### src/rtl/saber_sched_pkg.sv
// saber_sched_pkg: shared widths and state encoding for the Saber MAC scheduler
package saber_sched_pkg;
  localparam int Q_BITS = 13;
  localparam int S_BITS = 4;
  localparam int ACC_BITS = 16;
  typedef enum logic [2:0] {IDLE, LOAD_S, INIT, MAC, DRAIN, DONE} state_e;
endpackage

### src/rtl/saber_secret_rotator.sv
// saber_secret_rotator: N x 4-bit negacyclic secret buffer with serial load and lane window
//   load_i/load_data_i : shift in one coefficient, index 0 first
//   rot_i              : r[k] <= r[k-1], r[0] <= -r[N-1]
//   blk_i/neg_i        : window r[blk*NUM_MAC + l] per lane, negated when neg_i
//   win_o              : NUM_MAC packed 4-bit lane secrets
module saber_secret_rotator
  import saber_sched_pkg::*;
#(
  parameter int N = 256,
  parameter int NUM_MAC = 8,
  parameter int LOG_N = 8
) (
  input  logic                      clk,
  input  logic                      rst,
  input  logic                      load_i,
  input  logic [S_BITS-1:0]         load_data_i,
  input  logic                      rot_i,
  input  logic [LOG_N-1:0]          blk_i,
  input  logic                      neg_i,
  output logic [NUM_MAC*S_BITS-1:0] win_o
);
  logic [S_BITS-1:0] r_q [N];
  // Loading shifts toward index 0 so that after N loads r[k] holds s[k].
  always_ff @(posedge clk or posedge rst)
    if (rst) for (int k = 0; k < N; k++) r_q[k] <= '0;
    else if (load_i) begin
      r_q[N-1] <= load_data_i;
      for (int k = 0; k < N-1; k++) r_q[k] <= r_q[k+1];
    end else if (rot_i) begin
      r_q[0] <= -r_q[N-1];
      for (int k = 1; k < N; k++) r_q[k] <= r_q[k-1];
    end
  for (genvar l = 0; l < NUM_MAC; l++) begin : g_lane
    logic [S_BITS-1:0] v;
    assign v = r_q[LOG_N'(blk_i * NUM_MAC + l)];
    assign win_o[l*S_BITS +: S_BITS] = neg_i ? -v : v;
  end
endmodule

### src/rtl/saber_mac_sched.sv
// saber_mac_sched: sequencer computing c = a*s mod (x^N+1, 2^13) on a NUM_MAC-lane MAC array
//   start/busy/done          : command and status
//   s_valid/s_ready/s_data   : secret stream, index 0 first
//   a_rd_en/a_addr/a_rdata   : a-RAM port, read data one cycle after enable
//   mac_a/mac_secret/mac_acc : operands to the MAC array, mac_result back
//   out_valid/out_ready/out_data/out_last : result stream, index 0..N-1
//   SABER_SCHED_ACC_INIT_EN  : adds acc_in_valid/acc_in_ready/acc_in_data to preload lanes
module saber_mac_sched
  import saber_sched_pkg::*;
#(
  parameter int NUM_MAC = 8,
  parameter int N = 256,
  parameter int LOG_N = 8
) (
  input  logic                        clk,
  input  logic                        rst,
  input  logic                        start,
  output logic                        busy,
  output logic                        done,
  input  logic                        s_valid,
  output logic                        s_ready,
  input  logic [S_BITS-1:0]           s_data,
  output logic                        a_rd_en,
  output logic [LOG_N-1:0]            a_addr,
  input  logic [Q_BITS-1:0]           a_rdata,
  output logic [Q_BITS-1:0]           mac_a,
  output logic [NUM_MAC*S_BITS-1:0]   mac_secret,
  output logic [NUM_MAC*ACC_BITS-1:0] mac_acc,
  input  logic [NUM_MAC*ACC_BITS-1:0] mac_result,
  output logic                        out_valid,
  input  logic                        out_ready,
  output logic [Q_BITS-1:0]           out_data,
  output logic                        out_last
`ifdef SABER_SCHED_ACC_INIT_EN
  ,
  input  logic                        acc_in_valid,
  output logic                        acc_in_ready,
  input  logic [Q_BITS-1:0]           acc_in_data
`endif
);
  localparam int LW = $clog2(NUM_MAC);
  localparam logic [LOG_N:0] CNT_N = (LOG_N+1)'(N);
  localparam logic [LOG_N:0] CNT_LAST = (LOG_N+1)'(N-1);
  localparam logic [LOG_N-1:0] BLK_LAST = LOG_N'(N/NUM_MAC-1);
  localparam logic [LW-1:0] LANE_LAST = LW'(NUM_MAC-1);
  state_e state_q, state_d;
  logic [LOG_N:0] cnt_q, cnt_d;
  logic [LOG_N-1:0] blk_q, blk_d;
  logic neg_q, neg_d;
  logic [Q_BITS-1:0] acc_q [NUM_MAC];
  logic [Q_BITS-1:0] acc_d [NUM_MAC];
  logic [LW-1:0] lane;
  logic [NUM_MAC*S_BITS-1:0] win;
  logic [NUM_MAC*(ACC_BITS-Q_BITS)-1:0] unused_res;
  logic a_vld, s_fire, o_fire;
  assign lane = cnt_q[LW-1:0];
  assign s_fire = s_valid && s_ready;
  assign o_fire = out_valid && out_ready;
  // RAM data for read j arrives on MAC cycle j+1, so cycle 0 carries no operand.
  assign a_vld = state_q == MAC && cnt_q != '0;
  assign busy = state_q != IDLE;
  assign done = state_q == DONE;
  assign s_ready = state_q == LOAD_S;
  assign a_rd_en = state_q == MAC && cnt_q < CNT_N;
  assign a_addr = a_rd_en ? cnt_q[LOG_N-1:0] : '0;
  assign mac_a = a_vld ? a_rdata : '0;
  assign mac_secret = a_vld ? win : '0;
  assign out_valid = state_q == DRAIN;
  assign out_data = out_valid ? acc_q[lane] : '0;
  assign out_last = out_valid && blk_q == BLK_LAST && lane == LANE_LAST;
  for (genvar l = 0; l < NUM_MAC; l++) begin : g_acc
    assign mac_acc[l*ACC_BITS +: ACC_BITS] = {{(ACC_BITS-Q_BITS){1'b0}}, acc_q[l]};
    assign unused_res[l*(ACC_BITS-Q_BITS) +: ACC_BITS-Q_BITS] = mac_result[l*ACC_BITS+Q_BITS +: ACC_BITS-Q_BITS];
  end
`ifdef SABER_SCHED_ACC_INIT_EN
  logic acc_fire;
  assign acc_in_ready = state_q == INIT;
  assign acc_fire = acc_in_valid && acc_in_ready;
  always_comb
    for (int l = 0; l < NUM_MAC; l++)
      acc_d[l] = (acc_fire && lane == LW'(l)) ? acc_in_data : a_vld ? mac_result[l*ACC_BITS +: Q_BITS] : acc_q[l];
`else
  always_comb
    for (int l = 0; l < NUM_MAC; l++)
      acc_d[l] = state_q == INIT ? '0 : a_vld ? mac_result[l*ACC_BITS +: Q_BITS] : acc_q[l];
`endif
  saber_secret_rotator #(.N(N), .NUM_MAC(NUM_MAC), .LOG_N(LOG_N)) u_rot (
    .clk(clk), .rst(rst), .load_i(s_fire), .load_data_i(s_data), .rot_i(a_vld),
    .blk_i(blk_q), .neg_i(neg_q), .win_o(win)
  );
  always_comb begin
    state_d = state_q;
    cnt_d = cnt_q;
    blk_d = blk_q;
    neg_d = neg_q;
    case (state_q)
      IDLE: if (start) state_d = LOAD_S;
      LOAD_S: if (s_fire) begin
        cnt_d = cnt_q + 1'b1;
        if (cnt_q == CNT_LAST) begin
          state_d = INIT;
          cnt_d = '0;
          blk_d = '0;
          neg_d = 1'b0;
        end
      end
      INIT: begin
`ifdef SABER_SCHED_ACC_INIT_EN
        if (acc_fire) cnt_d = cnt_q + 1'b1;
        if (acc_fire && lane == LANE_LAST) begin
          state_d = MAC;
          cnt_d = '0;
        end
`else
        state_d = MAC;
`endif
      end
      MAC: begin
        cnt_d = cnt_q + 1'b1;
        // N rotations leave -s in the buffer; the flag restores the sign for the next block.
        if (cnt_q == CNT_N) begin
          state_d = DRAIN;
          cnt_d = '0;
          neg_d = !neg_q;
        end
      end
      DRAIN: if (o_fire) begin
        cnt_d = cnt_q + 1'b1;
        if (lane == LANE_LAST) begin
          cnt_d = '0;
          state_d = blk_q == BLK_LAST ? DONE : INIT;
          blk_d = blk_q == BLK_LAST ? blk_q : blk_q + 1'b1;
        end
      end
      DONE: state_d = IDLE;
      default: state_d = IDLE;
    endcase
  end
  always_ff @(posedge clk or posedge rst)
    if (rst) begin
      state_q <= IDLE;
      cnt_q <= '0;
      blk_q <= '0;
      neg_q <= 1'b0;
      for (int l = 0; l < NUM_MAC; l++) acc_q[l] <= '0;
    end else begin
      state_q <= state_d;
      cnt_q <= cnt_d;
      blk_q <= blk_d;
      neg_q <= neg_d;
      for (int l = 0; l < NUM_MAC; l++) acc_q[l] <= acc_d[l];
    end
endmodule
### config.mk
export PLATFORM = sky130hd
export DESIGN_NAME = saber_mac_sched
export DESIGN_NICKNAME = d
export VERILOG_FILES = /design/src/rtl/saber_sched_pkg.sv /design/src/rtl/saber_secret_rotator.sv /design/src/rtl/saber_mac_sched.sv
export SDC_FILE = /design/constraint.sdc
export NUM_CORES = 2
export LEC_CHECK = 0
export ABC_AREA = 1
export CAP_MARGIN = 20
export CORE_AREA = 2 2 334 336
export DETAILED_ROUTE_END_ITERATION = 10
export DIE_AREA = 0 0 336 338
export PLACE_DENSITY = 0.77
export REMOVE_ABC_BUFFERS = 1
export SETUP_SLACK_MARGIN = 0.1
export SKIP_CTS_REPAIR_TIMING = 1
export SYNTH_ARGS = -nofsm -noshare
export SYNTH_HDL_FRONTEND = slang
export SYNTH_HIERARCHICAL = 1
export SYNTH_SLANG_ARGS = --single-unit
### constraint.sdc
create_clock -name clk -period 33.4 [get_ports clk]
set_clock_uncertainty 0.2 [all_clocks]
set_input_delay 6.68 -clock clk [delete_from_list [all_inputs] [get_ports clk]]
set_output_delay 6.68 -clock clk [all_outputs]
set_load 0.1 [all_outputs]
Yosys cells after proc, flatten, opt, wreduce, memory -nomap -nowiden
Index checks and enable logic that the tools add are counted.
{"block": "totals", "regBits": 1149, "input_bits": 150, "out_inout_bits": 200, "word_cells": 421}
{"block": "op_classes", "add_sub_neg": 18, "order_cmp": 10, "eq_ne": 16, "n_mux": 81, "n_bitwise": 9, "n_reduce_logical": 19}
{"cell": "$mux W1024", "count": 2}
{"cell": "$mux W13", "count": 20}
{"cell": "$bmux W4 S8", "count": 8}
{"cell": "$mux W4", "count": 24}
{"cell": "$ge A9 B9 Y1 const B", "count": 8}
{"cell": "$not A8 Y9", "count": 8}
{"cell": "$mux W8", "count": 6}
{"cell": "$mux W9", "count": 5}
{"cell": "$bmux W13 S3", "count": 1}
{"cell": "$neg A4 Y4", "count": 9}
{"cell": "$add A8 B3 Y8 const B", "count": 4}
{"cell": "$mux W32", "count": 1}
{"cell": "$pmux W9 S3", "count": 1}
{"cell": "$mux W3", "count": 7}
{"cell": "$add A8 B1 Y8 const B", "count": 2}
{"cell": "$add A8 B2 Y8 const B", "count": 2}
{"cell": "$pmux W8 S2", "count": 1}
{"cell": "$pmux W3 S5", "count": 1}
{"cell": "$reduce_and A6 Y1", "count": 2}
{"cell": "$ne A2 B1 Y1 const B", "count": 5}
{"cell": "$add A9 B1 Y9 const B", "count": 1}
{"cell": "$eq A3 B3 Y1 const B", "count": 3}
{"cell": "$eq A9 B8 Y1 const B", "count": 1}
{"cell": "$eq A9 B9 Y1 const B", "count": 1}
{"cell": "17 further kinds", "count": 30}

Depth between registers and ports, before layout
{"block": "depth", "depth_word": 8, "mapped_depth": 18, "depth_no_buf": 15}

By module
Netlist, hierarchy kept.
{"mod": "saber_secret_rotator", "instances": 1, "cells_each": 6469, "area_each_um2": 53065.9, "seq_area_each_um2": 25624.6}
{"mod": "saber_mac_sched", "instances": 1, "cells_each": 973, "area_each_um2": 6967.9, "seq_area_each_um2": 3128.0}

Worst setup path before layout
Ideal clock, no wire load.
{"block": "synth_timing", "path_kind": "input -> output", "startpoint": "input a_rdata[0]", "endpoint": "output mac_a[0]", "t_arrival_ns": 7.958, "required_time_ns": 26.520, "path_slack_ns": 18.562, "path_stages": 2, "path_buffers": 0, "path_cell_list": "inv_1 > nor2_1"}
{"block": "synth_via", "elab_chain_len": 1}
{"item": "start, declared", "line_no": "saber_mac_sched.sv:25", "source": "input logic [Q_BITS-1:0] a_rdata,"}
{"item": "$mux W13", "line_no": "saber_mac_sched.sv:66", "source": "assign mac_a = a_vld ? a_rdata : '0;"}
{"item": "end, declared", "line_no": "saber_mac_sched.sv:26", "source": "output logic [Q_BITS-1:0] mac_a,"}
No other way between the ends.

Final worst setup path
{"block": "layout_timing", "startpoint": "input a_rdata[11]", "endpoint": "output mac_a[11]"}
Same word-level chain as after synthesis.

==> impl_results.md <==
- Register share of total power: 47.6%
- Clk pwr share: 43.0%
- HPWL after DPL: 107000 µm
- Die X: 336 µm
- Cell count after synthesis: 7442
- Initial antenna violation count: 2
- Fin crit share: 45.9%
- Most common cell on crit path: clkdlybuf4s50_1
- Area grow syn2layout: 11.4%
- Area contributors post-synth: dfrtp_1, nand2_1, a22oi_1
- Full die area: 114000 µm²
- # DRC: 0
- Final nets: 7487
- Top post-synthesis cells by count: nand2_1, dfrtp_1, o21ai_0, inv_1, nand3_1
- Mean post-synth cell area: 8.07 µm²
- Top FF cell, synth: dfrtp_1
- IO Pins: 350
- #FFs+latches synth: 1149
- Fillers: 9510
- Placed insts: slightly below 9000
- Root Buffer: clkbuf_16
- Normalized max-slew margin: 22.3%
- Setup CP Type: in -> out
- Asr flop ratio synth: 100%
- Combinational Power Share: 9.4%
- Mapped cell area: 60000 µm²
- Top-count cell post-synth: nand2_1
- Max_cap viols: 0
- Crit start category: input pin
- Synth top area share: 47.9%
- DRT antenna net count: 0
- Outcome: finished clean
- Gr usage total: 30.8%
- Max IR drop VDD: 0.0000420 V
- Crit Path Max Fanout: 1
- Internal cell power: approximately 2.4 mW
- I/O Buffers: 301
- TritonCTS clock tree: done
- Final Hold Vio Count: 0
- Least-Margin Pin Slew: approximately 1.2 ns
- Worst path required time: 26.52 ns
- Die Y: 338 µm
- Switching fraction of total power: 27.1%
- CTS clk-pin slew, worst paths: 0.06 ns
- PD cells: 48.2 nW/µm²
- Final core area utilization: 60.8%
- Clock buffer depth: 3
- Post-Route Setup TNS: 0 ns
- Crit-path slowest cell: clkdlybuf4s50_1
- P_sw: roughly 870 µW
- Post-synth EDFFs: 0
- Via density: 6.21
- Clock sink count: 1149
- Seq/Total Area, Yosys: between 40% and 50%
- RSZ-0062 raised after global routing: false
- Antenna Diode Count: 0
- Min-Delay Path Class: reg -> reg
- Drt initial violations: 7465
- CTS Buf Count: 121
- Clock Latency Late Sink: between 0.7 and 0.8 ns
- CP Cell Sequence: clkdlybuf4s50_1 -> inv_1 -> nor2_1 -> clkdlybuf4s50_1
- Crit-path max cell delay: ~1.2 ns
- Largest net degree at the start of global routing: between 200 and 250
- Signal arrival time at the worst endpoint: 8.46 ns
- Final cell count without fillers: 8912
- Pre-Repair DR Iteration Count: 6
- Max Freq: ~0.065 GHz
- Site row count: approximately 120
- Max-slew violations: 0
- First-pass GRT wire length: between 200000 and 300000 µm
- Final WL: 180000 µm
- Placer Congestion: slightly above 0.9
- Final setup vio count: 0
- Leak: around 30 nW
- CP Capture Type: primary output
- Routed WL per cell: around 20 µm
- Via count of the routed design: around 55000
- Vias in the first global route: 51700
- Total Power: 3.22 mW
- CTS H-Tree Depth: 3
- Biggest area consumer among synthesized cells: dfrtp_1
- Synth Warn #: 6
- GR Overflow Total: 0
- Core ar.: 110000 µm²
- Ratio of cells with drive above 1 in the final layout: 4.54%
- Final min period: about 15 ns
- Effective utilization at floorplan: 54.5%
- Yosys cell types: 39
layer usage:
metal  up-vias  track usage, %  share of wire (%)  wire length (µm)
met5         -           0.936              0.096               172
met4         6            10.7                3.4              6080
met3       399            7.05                9.4             16900
met2      2587            46.3                 45             81300
met1     27100            43.9                 42             75200
li1      25200               -                  -                 -
critical path: cells and delay by family:
kind | cells | cell delay [ns]
and+or+nand+nor | 1 | 0.10
buffers and inverters | 3 | 1.68
power by group through the flow:
stage                     clock network (mW)  logic (mW)  registers (mW)
after floorplan                            0       0.174            1.59
after global placement                     0       0.293            1.55
after detailed placement                   0       0.299            1.56
after CTS                               1.40       0.301            1.53
after global routing                    1.46       0.331            1.54
final                                   1.39       0.302            1.54
cell type report:
class	count	area (µm²)	share of cell area, %
well taps	1488	1860	2.78
clock buffers	174	3510	5.24
inverters	824	3150	4.70
flip-flops and latches	1149	28800	43.0
clock inverters	51	586	0.875
multi-input cells	4851	25200	37.7
repair buffers	375	3780	5.66
flip-flops by register name (all words and copies together), names as in the netlist:
register,cells
mac_acc,104
blk_q,8
cnt_q,9
u_rot/r_q,1024
state_q,3
neg_q,1
path summary, 6_finish.rpt:
kind	endpoint	cells after the start	from	slack (ns)
worst min register to register	u_rot/r_q[982]$_DFFE_PP0P_	2	u_rot/r_q[986]$_DFFE_PP0P_	0.31
worst min-delay path	u_rot/r_q[982]$_DFFE_PP0P_	2	u_rot/r_q[986]$_DFFE_PP0P_	0.31
worst max-delay path	mac_a[11]	4	a_rdata[11]	18.06
min in group asynchronous	u_rot/r_q[23]$_DFFE_PP0P_	2	rst	6.28
max in group asynchronous	u_rot/r_q[916]$_DFFE_PP0P_	5	rst	23.69
worst max register to register	u_rot/r_q[227]$_DFFE_PP0P_	16	cnt_q[1]$_DFFE_PP0P_	25.14
placed cells by master, fill, tap and decap left out, drive strengths merged, types with 7 or more instances in the layout:
cell type,instances
a21oi,275
nand3,725
xor2,12
buf,75
ha,15
conb,24
bufinv,8
clkdlybuf4s50,300
o221ai,286
a22oi,623
inv,831
dfrtp,1149
nand2,1682
o211ai,99
nor3,7
clkbuf,174
clkinv,30
nor2,102
o21ai,979
kinds of logic after synthesis:
logic type / share of synthesized area [%]
XOR/XNOR: 0.204
flip-flops: 47.9
AND/OR/NAND/NOR: 17.5
AO/OA/AOI/OAI: 23.8
other: 0.00625
buffers and inverters: 10.2
adder cells (fa/ha/maj): 0.313
stage by stage:
| stage | hold slack (ns) | setup slack [ns] | cell area (µm²) |
|---|---|---|---|
| 2_1_floorplan | 0.271 | -127.05 | 57100 |
| 3_3_place_gp | 0.290 | 18.06 | 62700 |
| 3_5_place_dp | 0.303 | 18.08 | 62700 |
| 4_1_cts | 0.305 | 18.06 | 66800 |
| 5_1_grt | 0.339 | 18.00 | 66900 |
| 6_report | 0.306 | 18.06 | 66900 |
(Power assumes the default switching activity.)
